==> src/rtl/bip_acc_datapath_ext.sv <==
// -----------------------------------------------------------------------------
// bip_acc_datapath_ext
//   Accumulator datapath for the BIP core. Holds the ACC register, sign-extends
//   the instruction operand, runs the ALU (ADD/SUB/AND/OR/XOR/PASSB) and a
//   one-bit-per-cycle serial shifter (SHL/SRA). Keeps the {Z,N,C,V} flags and
//   signals completion with a busy/done handshake.
//
// Ports
//   i_clock     clock, rising edge
//   i_reset     asynchronous active-low reset
//   i_valid     command strobe
//   i_wr_acc    command writes ACC (commands without it are ignored)
//   i_sel_a     ACC source: 0 mem, 1 ext operand, 2 ALU, 3 hold
//   i_sel_b     ALU B operand: 1 ext operand, 0 i_data_mem
//   i_op        ALU opcode: ADD SUB AND OR XOR SHL SRA PASSB
//   i_operand   instruction operand (two's complement)
//   i_data_mem  data-memory read data
//   o_data      ACC value
//   o_flags     {Z,N,C,V}
//   o_busy      serial shift in progress
//   o_done      one-cycle pulse when a command's ACC update completes
//
// NB_OPERAND must not exceed NB_DATA, and NB_SHAMT must equal clog2(NB_DATA).
// -----------------------------------------------------------------------------
module bip_acc_datapath_ext #(
  parameter int NB_DATA    = 16,
  parameter int NB_OPERAND = 11,
  parameter int NB_SEL_A   = 2,
  parameter int NB_OP      = 3,
  parameter int NB_SHAMT   = 4
) (
  input  logic                  i_clock,
  input  logic                  i_reset,
  input  logic                  i_valid,
  input  logic                  i_wr_acc,
  input  logic [NB_SEL_A-1:0]   i_sel_a,
  input  logic                  i_sel_b,
  input  logic [NB_OP-1:0]      i_op,
  input  logic [NB_OPERAND-1:0] i_operand,
  input  logic [NB_DATA-1:0]    i_data_mem,
  output logic [NB_DATA-1:0]    o_data,
  output logic [3:0]            o_flags,
  output logic                  o_busy,
  output logic                  o_done
);

  localparam logic [NB_SEL_A-1:0] SEL_MEM = NB_SEL_A'(0);
  localparam logic [NB_SEL_A-1:0] SEL_EXT = NB_SEL_A'(1);
  localparam logic [NB_SEL_A-1:0] SEL_ALU = NB_SEL_A'(2);

  localparam logic [NB_OP-1:0] OP_ADD   = NB_OP'(0);
  localparam logic [NB_OP-1:0] OP_SUB   = NB_OP'(1);
  localparam logic [NB_OP-1:0] OP_AND   = NB_OP'(2);
  localparam logic [NB_OP-1:0] OP_OR    = NB_OP'(3);
  localparam logic [NB_OP-1:0] OP_XOR   = NB_OP'(4);
  localparam logic [NB_OP-1:0] OP_SHL   = NB_OP'(5);
  localparam logic [NB_OP-1:0] OP_SRA   = NB_OP'(6);
  localparam logic [NB_OP-1:0] OP_PASSB = NB_OP'(7);

  localparam logic [NB_SHAMT-1:0] CNT_ONE = NB_SHAMT'(1);

  typedef enum logic {
    ST_IDLE,
    ST_SHIFT
  } state_t;

  // state
  state_t              state_reg;
  logic [NB_DATA-1:0]  acc_reg;
  logic                z_reg;
  logic                n_reg;
  logic                c_reg;
  logic                v_reg;
  logic                busy_reg;
  logic                done_reg;
  logic [NB_SHAMT-1:0] count_reg;
  logic                dir_sra_reg;

  // datapath
  logic [NB_DATA-1:0]  ext_operand;
  logic [NB_DATA-1:0]  operand_b;
  logic [NB_DATA:0]    sum_ext;
  logic [NB_DATA:0]    diff_ext;
  logic [NB_DATA-1:0]  alu_result;
  logic                alu_carry;
  logic                alu_ovf;
  logic                alu_cv_upd;
  logic [NB_DATA-1:0]  acc_wr_data;
  logic                acc_wr_en;
  logic [NB_SHAMT-1:0] shamt;
  logic                accept;
  logic                is_shift_op;
  logic                start_shift;
  logic [NB_DATA-1:0]  shift_result;
  logic                shift_out;

  // Sign extension: low bits copy the operand, upper bits replicate its MSB.
  genvar gi;
  generate
    for (gi = 0; gi < NB_DATA; gi++) begin : g_ext
      if (gi < NB_OPERAND) begin : g_copy
        assign ext_operand[gi] = i_operand[gi];
      end else begin : g_sign
        assign ext_operand[gi] = i_operand[NB_OPERAND-1];
      end
    end
  endgenerate

  assign operand_b = i_sel_b ? ext_operand : i_data_mem;
  assign sum_ext   = {1'b0, acc_reg} + {1'b0, operand_b};
  assign diff_ext  = {1'b0, acc_reg} - {1'b0, operand_b};
  assign shamt     = operand_b[NB_SHAMT-1:0];

  always_comb begin
    alu_result = acc_reg;
    alu_carry  = c_reg;
    alu_ovf    = v_reg;
    alu_cv_upd = 1'b0;
    case (i_op)
      OP_ADD: begin
        alu_result = sum_ext[NB_DATA-1:0];
        alu_carry  = sum_ext[NB_DATA];
        alu_ovf    = (acc_reg[NB_DATA-1] == operand_b[NB_DATA-1]) &&
                     (sum_ext[NB_DATA-1] != acc_reg[NB_DATA-1]);
        alu_cv_upd = 1'b1;
      end
      OP_SUB: begin
        alu_result = diff_ext[NB_DATA-1:0];
        // Extended MSB set means a borrow occurred; C reports "no borrow".
        alu_carry  = ~diff_ext[NB_DATA];
        alu_ovf    = (acc_reg[NB_DATA-1] != operand_b[NB_DATA-1]) &&
                     (diff_ext[NB_DATA-1] != acc_reg[NB_DATA-1]);
        alu_cv_upd = 1'b1;
      end
      OP_AND:   alu_result = acc_reg & operand_b;
      OP_OR:    alu_result = acc_reg | operand_b;
      OP_XOR:   alu_result = acc_reg ^ operand_b;
      OP_PASSB: alu_result = operand_b;
      // Shifts only reach this path with a zero amount, so ACC passes through.
      default:  alu_result = acc_reg;
    endcase
  end

  always_comb begin
    acc_wr_en   = 1'b1;
    acc_wr_data = acc_reg;
    case (i_sel_a)
      SEL_MEM: acc_wr_data = i_data_mem;
      SEL_EXT: acc_wr_data = ext_operand;
      SEL_ALU: acc_wr_data = alu_result;
      default: acc_wr_en   = 1'b0;
    endcase
  end

  assign accept      = i_valid & i_wr_acc & ~busy_reg;
  assign is_shift_op = (i_sel_a == SEL_ALU) && ((i_op == OP_SHL) || (i_op == OP_SRA));
  assign start_shift = is_shift_op && (shamt != '0);

  assign shift_result = dir_sra_reg ? {acc_reg[NB_DATA-1], acc_reg[NB_DATA-1:1]}
                                    : {acc_reg[NB_DATA-2:0], 1'b0};
  assign shift_out    = dir_sra_reg ? acc_reg[0] : acc_reg[NB_DATA-1];

  always_ff @(posedge i_clock or negedge i_reset) begin
    if (!i_reset) begin
      state_reg   <= ST_IDLE;
      acc_reg     <= '0;
      z_reg       <= 1'b0;
      n_reg       <= 1'b0;
      c_reg       <= 1'b0;
      v_reg       <= 1'b0;
      busy_reg    <= 1'b0;
      done_reg    <= 1'b0;
      count_reg   <= '0;
      dir_sra_reg <= 1'b0;
    end else begin
      done_reg <= 1'b0;
      case (state_reg)
        ST_IDLE: begin
          if (accept) begin
            if (start_shift) begin
              // ACC is untouched on the accept edge; stepping starts next edge.
              count_reg   <= shamt;
              dir_sra_reg <= (i_op == OP_SRA);
              state_reg   <= ST_SHIFT;
              busy_reg    <= 1'b1;
            end else begin
              done_reg <= 1'b1;
              if (acc_wr_en) begin
                acc_reg <= acc_wr_data;
                z_reg   <= (acc_wr_data == '0);
                n_reg   <= acc_wr_data[NB_DATA-1];
              end
              if ((i_sel_a == SEL_ALU) && alu_cv_upd) begin
                c_reg <= alu_carry;
                v_reg <= alu_ovf;
              end
            end
          end
        end
        ST_SHIFT: begin
          acc_reg   <= shift_result;
          c_reg     <= shift_out;
          z_reg     <= (shift_result == '0);
          n_reg     <= shift_result[NB_DATA-1];
          count_reg <= count_reg - CNT_ONE;
          if (count_reg == CNT_ONE) begin
            state_reg <= ST_IDLE;
            busy_reg  <= 1'b0;
            done_reg  <= 1'b1;
          end
        end
        default: state_reg <= ST_IDLE;
      endcase
    end
  end

  assign o_data  = acc_reg;
  assign o_flags = {z_reg, n_reg, c_reg, v_reg};
  assign o_busy  = busy_reg;
  assign o_done  = done_reg;

endmodule

==> config.mk <==
export PLATFORM = sky130hd
export DESIGN_NAME = bip_acc_datapath_ext
export DESIGN_NICKNAME = d
export VERILOG_FILES = /design/src/rtl/bip_acc_datapath_ext.sv
export SDC_FILE = /design/constraint.sdc
export NUM_CORES = 1
export LEC_CHECK = 0
export CORE_MARGIN = 1
export CORE_UTILIZATION = 59
export DETAILED_ROUTE_END_ITERATION = 8
export GPL_TIMING_DRIVEN = 0
export PLACE_DENSITY = 0.83
export SKIP_CTS_REPAIR_TIMING = 1
export SYNTH_ARGS = -nofsm -noshare
export SYNTH_HDL_FRONTEND = slang
export SYNTH_SLANG_ARGS = --single-unit
==> constraint.sdc <==
create_clock -name i_clock -period 4.4 [get_ports i_clock]
set_input_delay 0.88 -clock i_clock [delete_from_list [all_inputs] [get_ports i_clock]]
set_output_delay 0.88 -clock i_clock [all_outputs]
set_load 0.02 [all_outputs]
[Yosys cells after proc, flatten, opt, wreduce, memory -nomap -nowiden]
Index checks and enable logic that the tools add are counted.
Cells by class
  $add $sub $neg: 3
  equal/unequal tests: 21
  muxes and demuxes: 40
  bitwise gates (word level): 9
  reductions and logical operators: 20
Operator list (count)
  $pmux 16 s6: 1
  $mux 16: 5
  $pmux 16 s3: 1
  $logic_not 16->1: 2
  $pmux 16 s2: 1
  $mux 1: 21
  $add 16x16->17: 1
  $sub 16x16->17: 1
  $and 16x16->16: 1
  $or 16x16->16: 1
  $pmux 1 s2: 8
  $xor 16x16->16: 1
  $eq 3x3->1 const B: 4
  $ne 2x2->1 const B: 5
  $reduce_and 3->1: 3
  $mux 4: 2
  $pmux 4 s2: 1
  $eq 3x2->1 const B: 2
  $logic_and 1x1->1: 5
  $reduce_and 5->1: 1
  $eq 4x1->1 const B: 1
  $not 1->1: 4
  $reduce_and 4->1: 1
  $reduce_bool 4->1: 1
  16 further kinds: 19
Storage, ports and cells
  flip-flop bits (word level): 28
  input bits: 37
  logic and storage cells: 103

[Longest topological paths before layout]
Gate-level depths: netlist (run 1).
  word-level depth: 9
  mapped depth: 16
  depth with buffers taken out: 14

[Least setup slack after synthesis (run 1)]
Ideal clock, no wire load.
  kind: input-to-reg
  start point: in i_sel_b
  end point: reg z_reg
  data arrival time: 4184 ps
  required time: 4324 ps
  setup slack: 140 ps
  stages on the path: 12
  buffers on the path: 1
  path through: buf_4 > mux2i_1 > ha_1 > or3_1 > nand2_1 > xor2_1 > a211o_1 > o32a_1 > or4_1 > or4b_1 > nand4b_1 > o21ai_1
On the way
  longest elaborated chain between the ends: 9
Ends and longest elaborated chain
  from (decl): RTL line 37  | input logic i_sel_b,
  $mux 16 *: RTL line 109  | assign operand_b = i_sel_b ? ext_operand : i_data_mem;
  $sub 16x16->17 (tied with other cells): RTL line 111  | assign diff_ext = {1'b0, acc_reg} - {1'b0, operand_b};
  $pmux 16 s6: RTL line 119  | case (i_op)
  $pmux 16 s3: RTL line 147  | case (i_sel_a)
  $logic_not 16->1: RTL line 190  | z_reg <= (acc_wr_data == '0);
  $mux 1: RTL line 188  | if (acc_wr_en) begin
  $mux 1: RTL line 180  | if (start_shift) begin
  $mux 1: RTL line 179  | if (accept) begin
  $pmux 1 s2: RTL line 177  | case (state_reg)
  to (signal assigned): RTL line 190
  to (signal assigned): RTL line 203  | z_reg <= (shift_result == '0);
  to (decl): RTL line 70  | logic z_reg;
Mark *: on every way between the ends. The rest lies on a longest branch, timed or not. The select of a mux whose other input is x is not followed.
A chain may end at the register's enable or synchronous reset.

[Worst setup path in the final report (run 1)]
  start point: in i_data_mem[0]
  end point: reg z_reg
On the way
  longest elaborated chain between the ends: 9
Ends and longest elaborated chain
  from (decl): RTL line 40  | input logic [NB_DATA-1:0] i_data_mem,
  $mux 16: RTL line 109
  $sub 16x16->17 (tied with other cells): RTL line 111
  $pmux 16 s6: RTL line 119
  $pmux 16 s3: RTL line 147
  $logic_not 16->1: RTL line 190
  $mux 1: RTL line 188
  $mux 1: RTL line 180
  $mux 1: RTL line 179
  $pmux 1 s2: RTL line 177
Parallel ways exist; a longest one is shown, timed or not. The select of a mux whose other input is x is not followed.

==> out/metrics.cfg, run 1 <==
[synthesis]
synth_top_area_share_pct=14.6
synth_top_family_by_area=compound AO/OA/AOI/OAI gates
async_flop_share_pct=100
ys_seq_elements=27
ys_warn_count=0
muxShareOfSynthArea_pct=6.51
synth_fa_ha_area_share_pct=15.3
avgSynthCellArea_sq_um=7.09
synth_common_cells=o21ai_0, nor2_1, ha_1
syn-instance-count=751
synthTopCellsByArea=ha_1, dfrtp_1, o21ai_0
syn_area_sq_um=5330
synth_enable_flop_cells=0
synth_most_common_cell=o21ai_0
yosysUniqueCellTypes=77
ys.flop_type=dfrtp_1
seq_area_frac_synth_pct=12.7
synth_compound_area_share_pct=33.8
synth-simple-area-share_pct=20.9
syn_nets=852
synth_xor_area_share_pct=2.47
yosysTopAreaCell=ha_1

[cells_and_area]
area_growth_pct=18.3
nets=925
largest_reg_flops=16
final_cells=931
drive_gt1_share_pct=9.72
antenna_cells=0

[pwr]
power_frac_comb_pct=78.4
power_density_nw_per_um2=563
p_seq_share_pct=17.5
p_clk_share_pct=4.1
switching_share_pct=57.6
netSwitchingPower_uw=2040
peakVddDrop_uv=395
p_int_uw=1510
leakage_uw=0.00262

[floorplan]
core_area_sq_um=8720
dieHeight_microns=97.0
die_x_microns=97.0
ios=59
fp-row-count=34
dieArea_sq_um=9410
initial_core_util_pct=61.1

[grt]
grt_pass1_wl_microns=33000
gr-total-overflow=0
grt_start_max_net_pins=28
first_global_vias=6197
antenna_found_initial=0
grt.total_usage_pct=43.8

[clocking]
clockBufferDepth=2
cts_tree=done
root_buffer=clkbuf_8
cts.htree.levels=1
cts_buffers=3
clkTransAtPathRegs_ns=0.09
worstSkewPairLatency_ns=0.28
cts.sinks=27

[timing]
finalClockSkew_ns=0.00393
setup_viol=1
fmax_mhz=219
post-route-period-util_pct=104
rsz0062_at_grt=true
hold_slack_ns=0.537
maxSlewViolCount=0
hold_viol_final=0
max-slew-margin-rel_pct=32.3
period_minus_slack_ns=4.57
max_slew.worst_pin.slew_ns=1.01
setup_slack_ns=-0.165

[routing]
num_vias=6701
first_pass_iters=7
ant_nets=0
drt-initial-drc-count=892
post-route-drc-count=0
detail_route.wl_per_cell_microns=23.2
drt-total-wl_microns=21600
vias_per_cell=7.20

[setup_path]
cp-start-kind=primary input
r2r_slack_ns=0.28
r2r-end=z_reg$_DFFE_PN0P_
crit_required_ns=4.60
rr_startpoint=o_data[1]$_DFFE_PN0P_
reg2regPathDepth=11
cp.arrival_ns=4.77
crit_fanout=4
end_kind=flop
path_class=in2reg

[hold_path]
hold_start=c_reg$_DFFE_PN0P_
worstHoldPathCells=2
hp-class=reg2reg
min_to=c_reg$_DFFE_PN0P_

[place]
place_inst=914
gp_congestion=1.11
numPortBuffers=55
place_hpwl_microns=16200

[status]
status=finished with violations
violations=setup timing

[run]
drv_cap=0

-- routing by layer --
metal / track usage [%] / share of wire [%] / wire length, microns / up-vias
met3: 8.60 / 12 / 2500 / 157
met2: 68.6 / 44 / 9470 / 582
li1: - / - / - / 2899
met1: 55.5 / 37 / 7960 / 3063
met4: 26.3 / 7.6 / 1650 / 0
met5: 0 / 0 / 0 / -
-- metrics by stage --
stage	area [sq um]	setup slack (ns)	util, %	setup TNS [ns]	total power (uW)
6_report	6300	-0.165	72.2	-0.165	3550
3_3_place_gp	6010	-0.815	68.9	-3.53	3080
3_5_place_dp	6020	-0.822	69.0	-3.87	3160
2_1_floorplan	5330	0.140	-	0	2300
5_1_grt	6300	-0.155	72.2	-0.155	3760
4_1_cts	6060	-0.540	69.5	-1.38	3320
-- cells by family after synthesis --
kind of cell	count (synthesis)
AOI/OAI and AO/OA	275
adders and majority gates	64
DFF	27
and+or+nand+nor	229
xor gates and xnor gates	15
muxes	33
buffers and inverters	108
-- power groups by stage --
stage          Combinational, uW  Clock, uW  Sequential (uW)
4_1_cts                     2580        144              598
2_1_floorplan               1700          0              597
3_5_place_dp                2560          0              604
6_report                    2780        145              622
5_1_grt                     2980        159              623
3_3_place_gp                2490          0              592
-- final cells by class --
| type | instances | area (sq um) |
|---|---|---|
| multi-input combinational | 616 | 4350 |
| fill | 700 | 2420 |
| sequential | 27 | 676 |
| timing repair buffer | 69 | 656 |
| buffer | 55 | 248 |
| inverter | 52 | 195 |
| tap | 108 | 135 |
| clock buffer | 4 | 45.0 |
-- how the worst max path moves through the flow --
stage | start | end | cells past startpoint
6_report | i_data_mem[0] | z_reg$_DFFE_PN0P_ | 15
5_1_grt | i_data_mem[0] | z_reg$_DFFE_PN0P_ | 16
4_1_cts | i_operand[0] | z_reg$_DFFE_PN0P_ | 15
3_5_place_dp | i_operand[0] | z_reg$_DFFE_PN0P_ | 15
3_3_place_gp | i_operand[0] | z_reg$_DFFE_PN0P_ | 15
2_1_floorplan | i_sel_b | z_reg$_DFFE_PN0P_ | 12
-- critical path: stages --
cell,delay (ns)
clkdlybuf4s50_1,0.52
mux2i_2,0.11
inv_2,0.10
ha_2,0.19
inv_1,0.07
fa_2,0.37
or3_4,0.38
a2111oi_1,0.50
nor3_1,0.13
xnor2_1,0.15
a221oi_1,0.39
a211oi_1,0.11
a2111oi_0,0.49
nand4b_1,0.20
o21ai_1,0.17
-- cell usage in the layout (no fill, tap or decap), types with 11 or more instances in the layout --
master / n
mux2i_1: 21
inv_1: 46
or3_1: 11
nor3_1: 17
nor2_1: 69
o211ai_1: 14
nand3_1: 11
a31oi_1: 14
buf_4: 21
a211oi_1: 15
nand2_1: 58
o22ai_1: 15
dfrtp_1: 27
clkbuf_1: 39
ha_1: 61
clkdlybuf4s50_1: 52
a21oi_1: 48
nor2b_1: 14
o21ai_0: 71
Power figures use the tool's default switching activity.
==> run 2, diff against run 1 <==
--- a/config.mk
+++ b/config.mk
@@ -5,6 +5,7 @@
 export SDC_FILE = /design/constraint.sdc
 export NUM_CORES = 1
 export LEC_CHECK = 0
+export CORE_ASPECT_RATIO = 1.75
 export CORE_MARGIN = 1
 export CORE_UTILIZATION = 59
 export DETAILED_ROUTE_END_ITERATION = 8
==> run 2 against run 1 <==
Flip-flop and latch count did not move. Worst hold slack got worse by 0.0097 ns. Core utilization rose by 2.1 points. Cell area rose by 3.0%. Critical endpoint unchanged. Maximum frequency rose by 3.7%. Largest power group unchanged. Clock power rose by 50%. Cell count rose by 0.43%. Routed wire length rose by 9.4%. The flow still finishes with violations (setup timing).
==> out/metrics.cfg, run 2 (synthesized netlist as in run 1, its figures left out) <==
[setup_path]
critPathBufInv=2  ; -1
reg2regPathDepth=11  ; unchanged
cp-start-kind=primary input
crit_slowest_cell=or4b_1
max_stage_delay_ns=0.50  ; -0.02 ns
cp.arrival_ns=4.58  ; -0.19 ns
rr_startpoint=o_data[1]$_DFFE_PN0P_
r2r-end=z_reg$_DFFE_PN0P_
end_kind=flop
path_cells=clkdlybuf4s50_1 -> mux2i_1 -> ha_1 -> clkbuf_1 -> a2bb2oi_1 -> nor2b_1 -> xnor2_1 -> a221oi_1 -> o22ai_1 -> or4b_1 -> nand4b_1 -> o21ai_1
critPathTopFamily=compound AO/OA/AOI/OAI gates
crit_fanout=10  ; +6
crit_required_ns=4.58  ; -0.02 ns
r2r_slack_ns=0.22  ; -0.06 ns
path_class=in2reg

[timing]
max-slew-margin-rel_pct=36.8  ; +4.5 points
fmax_mhz=227  ; +3.7%
fin_setup_tns_ns=-0.000218  ; +0.165 ns
rsz0062_at_grt=true
finalClockSkew_ns=0.00721  ; +0.00328 ns
setup_slack_ns=-0.000218  ; +0.165 ns
setup_viol=1  ; unchanged
maxSlewViolCount=0  ; unchanged
period_minus_slack_ns=4.40  ; -0.165 ns
max_slew.worst_pin.slew_ns=0.943  ; -0.0667 ns
post-route-period-util_pct=100  ; -3.7 points
hold_viol_final=0  ; unchanged

[floorplan]
core_area_sq_um=8730  ; about the same
die_x_microns=73.8  ; -24%
ios=59  ; unchanged
dieHeight_microns=128  ; +32%
dieArea_sq_um=9420  ; +0.15%
fp-row-count=45  ; +32%
initial_core_util_pct=61.0  ; about the same

[pwr]
p_seq_share_pct=17.0  ; -0.5 points
power_density_nw_per_um2=588  ; +4.5%
p_clk_share_pct=5.7  ; +1.6 points
netSwitchingPower_uw=2200  ; +7.8%
leakage_uw=0.00270  ; +3.1%
peakVddDrop_uv=442  ; +12%
switching_share_pct=57.6  ; +0.074 points
p_int_uw=1620  ; +7.4%
power_frac_comb_pct=77.3  ; -1.1 points

[cells_and_area]
area_growth_pct=21.8
n_fill_cell=699  ; -0.14%
antenna_cells=0  ; unchanged
nets=920  ; -0.54%
drive_gt1_share_pct=10.9  ; +1.2 points
utilization_pct=74.3  ; +2.1 points
largest_reg_flops=16  ; unchanged
mostFrequentLayoutCells=o21ai_0, nor2_1, nand2_1

[clocking]
cts_buffers=3  ; unchanged
cts.htree.levels=1  ; unchanged
clkTransAtPathRegs_ns=0.07  ; -0.02 ns
clockBufferDepth=2  ; unchanged
cts_tree=done
cts.sinks=27  ; unchanged
worstSkewPairLatency_ns=0.27  ; about the same
root_buffer=clkbuf_16

[routing]
drt-initial-drc-count=1094  ; +23%
detail_route.wl_per_cell_microns=25.2  ; +8.9%
num_vias=6854  ; +2.3%
first_pass_iters=6  ; -1
ant_nets=0  ; unchanged
vias_per_cell=7.33  ; +1.8%
post-route-drc-count=0  ; unchanged
drt-total-wl_microns=23600  ; +9.4%

[run]
drv_cap=0  ; unchanged

[hold_path]
min_to=v_reg$_DFFE_PN0P_
hp-class=reg2reg
worstHoldPathCells=2  ; unchanged
hold_start=v_reg$_DFFE_PN0P_

[grt]
grt.total_usage_pct=48.9  ; +5.1 points
grt_pass1_wl_microns=34400  ; +4.3%
gr-total-overflow=0  ; unchanged
grt_start_max_net_pins=28  ; unchanged
antenna_found_initial=1  ; +1
first_global_vias=6357  ; +2.6%

[place]
place_hpwl_microns=17000  ; +5.2%
gp_congestion=1.09  ; -1.7%
numPortBuffers=55  ; unchanged

[status]
status=finished with violations
violations=setup timing

run 2: cell types whose count changed in the layout (fill, tap and decap cells not counted), moves of 3 or more:
| cell | previous run | this run |
|---|---|---|
| buf_4 | 21 | 17 |
| clkbuf_1 | 39 | 34 |
| clkbuf_16 | 0 | 3 |
| clkbuf_2 | 1 | 5 |
| clkbuf_8 | 3 | 0 |
| clkdlybuf4s50_1 | 52 | 48 |
| dlymetal6s2s_1 | 2 | 6 |
| ha_1 | 61 | 56 |
| ha_4 | 0 | 5 |
run 2: final cells by class:
type	instances	area (sq um)	share of cell area, %
Buffer	52	245	3.78
Clock buffer	4	78.8	1.22
Inverter	52	195	3.01
Multi-Input combinational cell	616	4480	69.1
Sequential cell	27	676	10.4
Tap cell	117	146	2.26
Timing Repair Buffer	67	663	10.2
run 2: layer usage:
metal | vias up | part of all wire, % | GRT usage [%]
met5 | - | 0.059 | 2.34
met3 | 227 | 11 | 14.7
met2 | 634 | 45 | 76.8
met4 | 2 | 12 | 43.4
li1 | 2890 | - | -
met1 | 3101 | 32 | 51.2
run 2: how the worst max path moves through the flow:
| stage | start | to | slack, ns | cells after the start |
|---|---|---|---|---|
| 2_1_floorplan | i_sel_b | z_reg$_DFFE_PN0P_ | 0.14 | 12 |
| 3_3_place_gp | i_operand[0] | z_reg$_DFFE_PN0P_ | -0.94 | 15 |
| 3_5_place_dp | i_operand[0] | z_reg$_DFFE_PN0P_ | -0.96 | 15 |
| 4_1_cts | i_operand[0] | z_reg$_DFFE_PN0P_ | -0.69 | 15 |
| 5_1_grt | i_data_mem[6] | z_reg$_DFFE_PN0P_ | -0.02 | 14 |
| 6_report | i_operand[5] | z_reg$_DFFE_PN0P_ | -0.0002 | 12 |
run 2: worst reg2reg max path, cell delays in order, from the launching register on:
cell,delay [ns]
dfrtp_1,0.73
inv_1,0.25
ha_4,0.31
or3_4,0.40
nand2_1,0.10
xor2_1,0.15
a211o_1,0.33
o32a_1,0.41
or4_1,0.49
or4b_1,0.52
nand4b_1,0.23
o21ai_1,0.19
run 2: per-stage QoR:
stage | setup WS, ns | std cells | area (sq um) | hold slack [ns] | total power (uW)
5_1_grt | -0.0178 | 935 | 6490 | 0.561 | 3990
3_5_place_dp | -0.959 | 923 | 6020 | 0.509 | 3200
2_1_floorplan | 0.140 | 751 | 5330 | 0.471 | 2300
3_3_place_gp | -0.938 | 923 | 6020 | 0.496 | 3110
6_report | -0.000218 | 935 | 6490 | 0.527 | 3820
4_1_cts | -0.694 | 927 | 6100 | 0.524 | 3430
run 2: power by group through the flow:
stage / Clock [uW] / Combinational [uW] / Sequential, uW
3_5_place_dp: 0 / 2580 / 616
3_3_place_gp: 0 / 2500 / 610
6_report: 218 / 2950 / 648
5_1_grt: 228 / 3120 / 643
2_1_floorplan: 0 / 1700 / 597
4_1_cts: 214 / 2600 / 613
==> run 3, diff against run 2 <==
--- a/config.mk
+++ b/config.mk
@@ -7,11 +7,12 @@
 export LEC_CHECK = 0
 export CORE_ASPECT_RATIO = 1.75
 export CORE_MARGIN = 1
-export CORE_UTILIZATION = 59
+export CORE_UTILIZATION = 60
 export DETAILED_ROUTE_END_ITERATION = 8
 export GPL_TIMING_DRIVEN = 0
-export PLACE_DENSITY = 0.83
+export PLACE_DENSITY = 0.84
 export SKIP_CTS_REPAIR_TIMING = 1
+export SLEW_MARGIN = 20
 export SYNTH_ARGS = -nofsm -noshare
 export SYNTH_HDL_FRONTEND = slang
 export SYNTH_SLANG_ARGS = --single-unit
==> constraint.sdc (replaced) <==
create_clock -name i_clock -period 5.2 [get_ports i_clock]
set_input_delay 1.04 -clock i_clock [delete_from_list [all_inputs] [get_ports i_clock]]
set_output_delay 1.04 -clock i_clock [all_outputs]
set_load 0.02 [all_outputs]
==> run 3 against run 2 <==
The flow now finishes without violations. Cell count is 0.75% lower. Clock skew shrank 0.0047 ns. Core utilization down 3.0 points. Worst setup slack gained 0.10 ns. Sequential share of layout area is 0.58 points higher. Largest power group unchanged.
==> out/metrics.cfg, run 3 (synthesized netlist as in run 1, its figures left out) <==
[pwr]
total_power_uw=3070  ; -19%
power_density_nw_per_um2=500  ; -15%
p_int_uw=1290  ; -20%
peakVddDrop_uv=431  ; -2.6%
p_clk_share_pct=5.9  ; +0.2 points
leakage_uw=0.00255  ; -5.7%
netSwitchingPower_uw=1780  ; -19%
power_frac_comb_pct=76.4  ; -0.9 points
switching_share_pct=57.9  ; +0.26 points
p_seq_share_pct=17.7  ; +0.7 points

[routing]
drt-initial-drc-count=919  ; -16%
post-route-drc-count=0  ; unchanged
drt-total-wl_microns=22400  ; -5.1%
detail_route.wl_per_cell_microns=24.1  ; -4.4%
ant_nets=0  ; unchanged
num_vias=6578  ; -4.0%
first_pass_iters=7  ; +1
vias_per_cell=7.09  ; -3.3%

[clocking]
cts_buffers=3  ; unchanged
cts_tree=done
clockBufferDepth=2  ; unchanged
cts.htree.levels=1  ; unchanged
cts.sinks=27  ; unchanged
root_buffer=clkbuf_16
worstSkewPairLatency_ns=0.27  ; about the same
clkTransAtPathRegs_ns=0.07  ; about the same

[cells_and_area]
design_area_sq_um=6150  ; -5.2%
drive_gt1_share_pct=5.92  ; -5.0 points
antenna_cells=0  ; unchanged
mostFrequentLayoutCells=o21ai_0, nor2_1, ha_1
largest_reg_flops=16  ; unchanged
final_cells=928  ; -0.75%
area_growth_pct=15.4
layout_commonest_cell=o21ai_0
nets=913  ; -0.76%

[timing]
maxSlewViolCount=0  ; unchanged
hold_viol_final=0  ; unchanged
rsz0062_at_grt=false
max-slew-margin-rel_pct=25.6  ; -11 points
setup_viol=0  ; -1
max_slew.worst_pin.slew_ns=1.11  ; +0.166 ns
fmax_mhz=196
period_minus_slack_ns=5.10
finalClockSkew_ns=0.00250  ; -0.00471 ns
hold_slack_ns=0.539  ; +0.0115 ns
post-route-period-util_pct=98.1
setup_slack_ns=0.101  ; +0.101 ns

[floorplan]
initial_core_util_pct=61.8  ; +0.80 points
core_area_sq_um=8610  ; -1.3%
dieArea_sq_um=9270  ; -1.6%
die_x_microns=73.2  ; -0.81%
ios=59  ; unchanged
dieHeight_microns=127  ; -0.82%
fp-row-count=45  ; unchanged

[grt]
first_global_vias=6300  ; -0.90%
grt_pass1_wl_microns=33800  ; -1.6%
antenna_found_initial=0  ; -1
gr-total-overflow=0  ; unchanged
grt.total_usage_pct=48.7  ; -0.24 points
grt_start_max_net_pins=28  ; unchanged

[setup_path]
path_class=in2reg
cp.arrival_ns=5.29  ; +0.71 ns
cp-start-kind=primary input
crit_fanout=6  ; -4
end_kind=flop
crit_required_ns=5.40  ; +0.82 ns

[place]
numPortBuffers=55  ; unchanged
dpl_cell_area_sq_um=6020  ; unchanged
place_hpwl_microns=17000  ; -0.42%
pre_cts_slack_ns=-0.253  ; +0.706 ns
gp_congestion=1.04  ; -4.3%
place_inst=923  ; unchanged

[run]
drv_cap=0  ; unchanged

[hold_path]
hp-class=reg2reg

[status]
status=completed

run 3: cell count changes in the layout (fill, tap and decap cells not counted), moves of 4 or more:
cell	before	now
ha_4	5	0
clkbuf_2	5	0
dlymetal6s2s_1	6	0
clkbuf_1	34	40
buf_4	17	8
mux2i_4	4	0
ha_1	56	61
clkdlybuf4s50_1	48	54
run 3: final timing paths:
| kind | start | to | slack [ns] | cells after the start |
|---|---|---|---|---|
| worst max register to register | o_data[1]$_DFFE_PN0P_ | z_reg$_DFFE_PN0P_ | 1.06 | 11 |
| worst min-delay path | c_reg$_DFFE_PN0P_ | c_reg$_DFFE_PN0P_ | 0.54 | 2 |
| min in group asynchronous | i_reset | c_reg$_DFFE_PN0P_ | 0.79 | 1 |
| worst max-delay path | i_operand[2] | z_reg$_DFFE_PN0P_ | 0.10 | 12 |
| max in group asynchronous | i_reset | o_busy$_DFFE_PN0P_ | 3.99 | 1 |
| worst min register to register | c_reg$_DFFE_PN0P_ | c_reg$_DFFE_PN0P_ | 0.54 | 2 |
run 3: final cells by class:
type | instances | area [sq um]
Multi-Input combinational cell | 616 | 4250
Timing Repair Buffer | 56 | 553
Sequential cell | 27 | 676
Inverter | 52 | 195
Buffer | 56 | 250
Tap cell | 117 | 146
Fill cell | 772 | 2470
Clock buffer | 4 | 78.8
run 3: metrics by stage:
step / utilization (%) / TNS (ns)
global placement: 69.9 / -0.247
finish: 71.4 / 0
global route: 71.4 / 0
floorplan: - / 0
detailed placement: 69.9 / -0.253
CTS: 70.8 / -0.00572
run 3: power groups by stage:
stage               Clock, uW  Sequential [uW]  Combinational, uW
global route              188              543               2510
detailed placement          0              522               2190
CTS                       179              517               2210
finish                    181              543               2350
floorplan                   0              505               1440
global placement            0              517               2130
run 3: critical path: stages:
cell and delay (ns):
clkdlybuf4s50_1 0.43, mux2i_1 0.65, ha_1 0.39, or3_1 0.41, nand2_1 0.14, xor2_1 0.15
a211o_1 0.33, o32a_1 0.38, or4_1 0.49, or4b_1 0.52, nand4b_1 0.20, o21ai_1 0.16
run 3: per-layer routing:
layer  up-vias  track usage, %  wire length [microns]
met5         -               0                      0
met4         0            42.9                   2530
met3       195            12.2                   2330
met2       532            77.1                  10200
met1      2980            52.2                   7380
li1       2871               -                      -
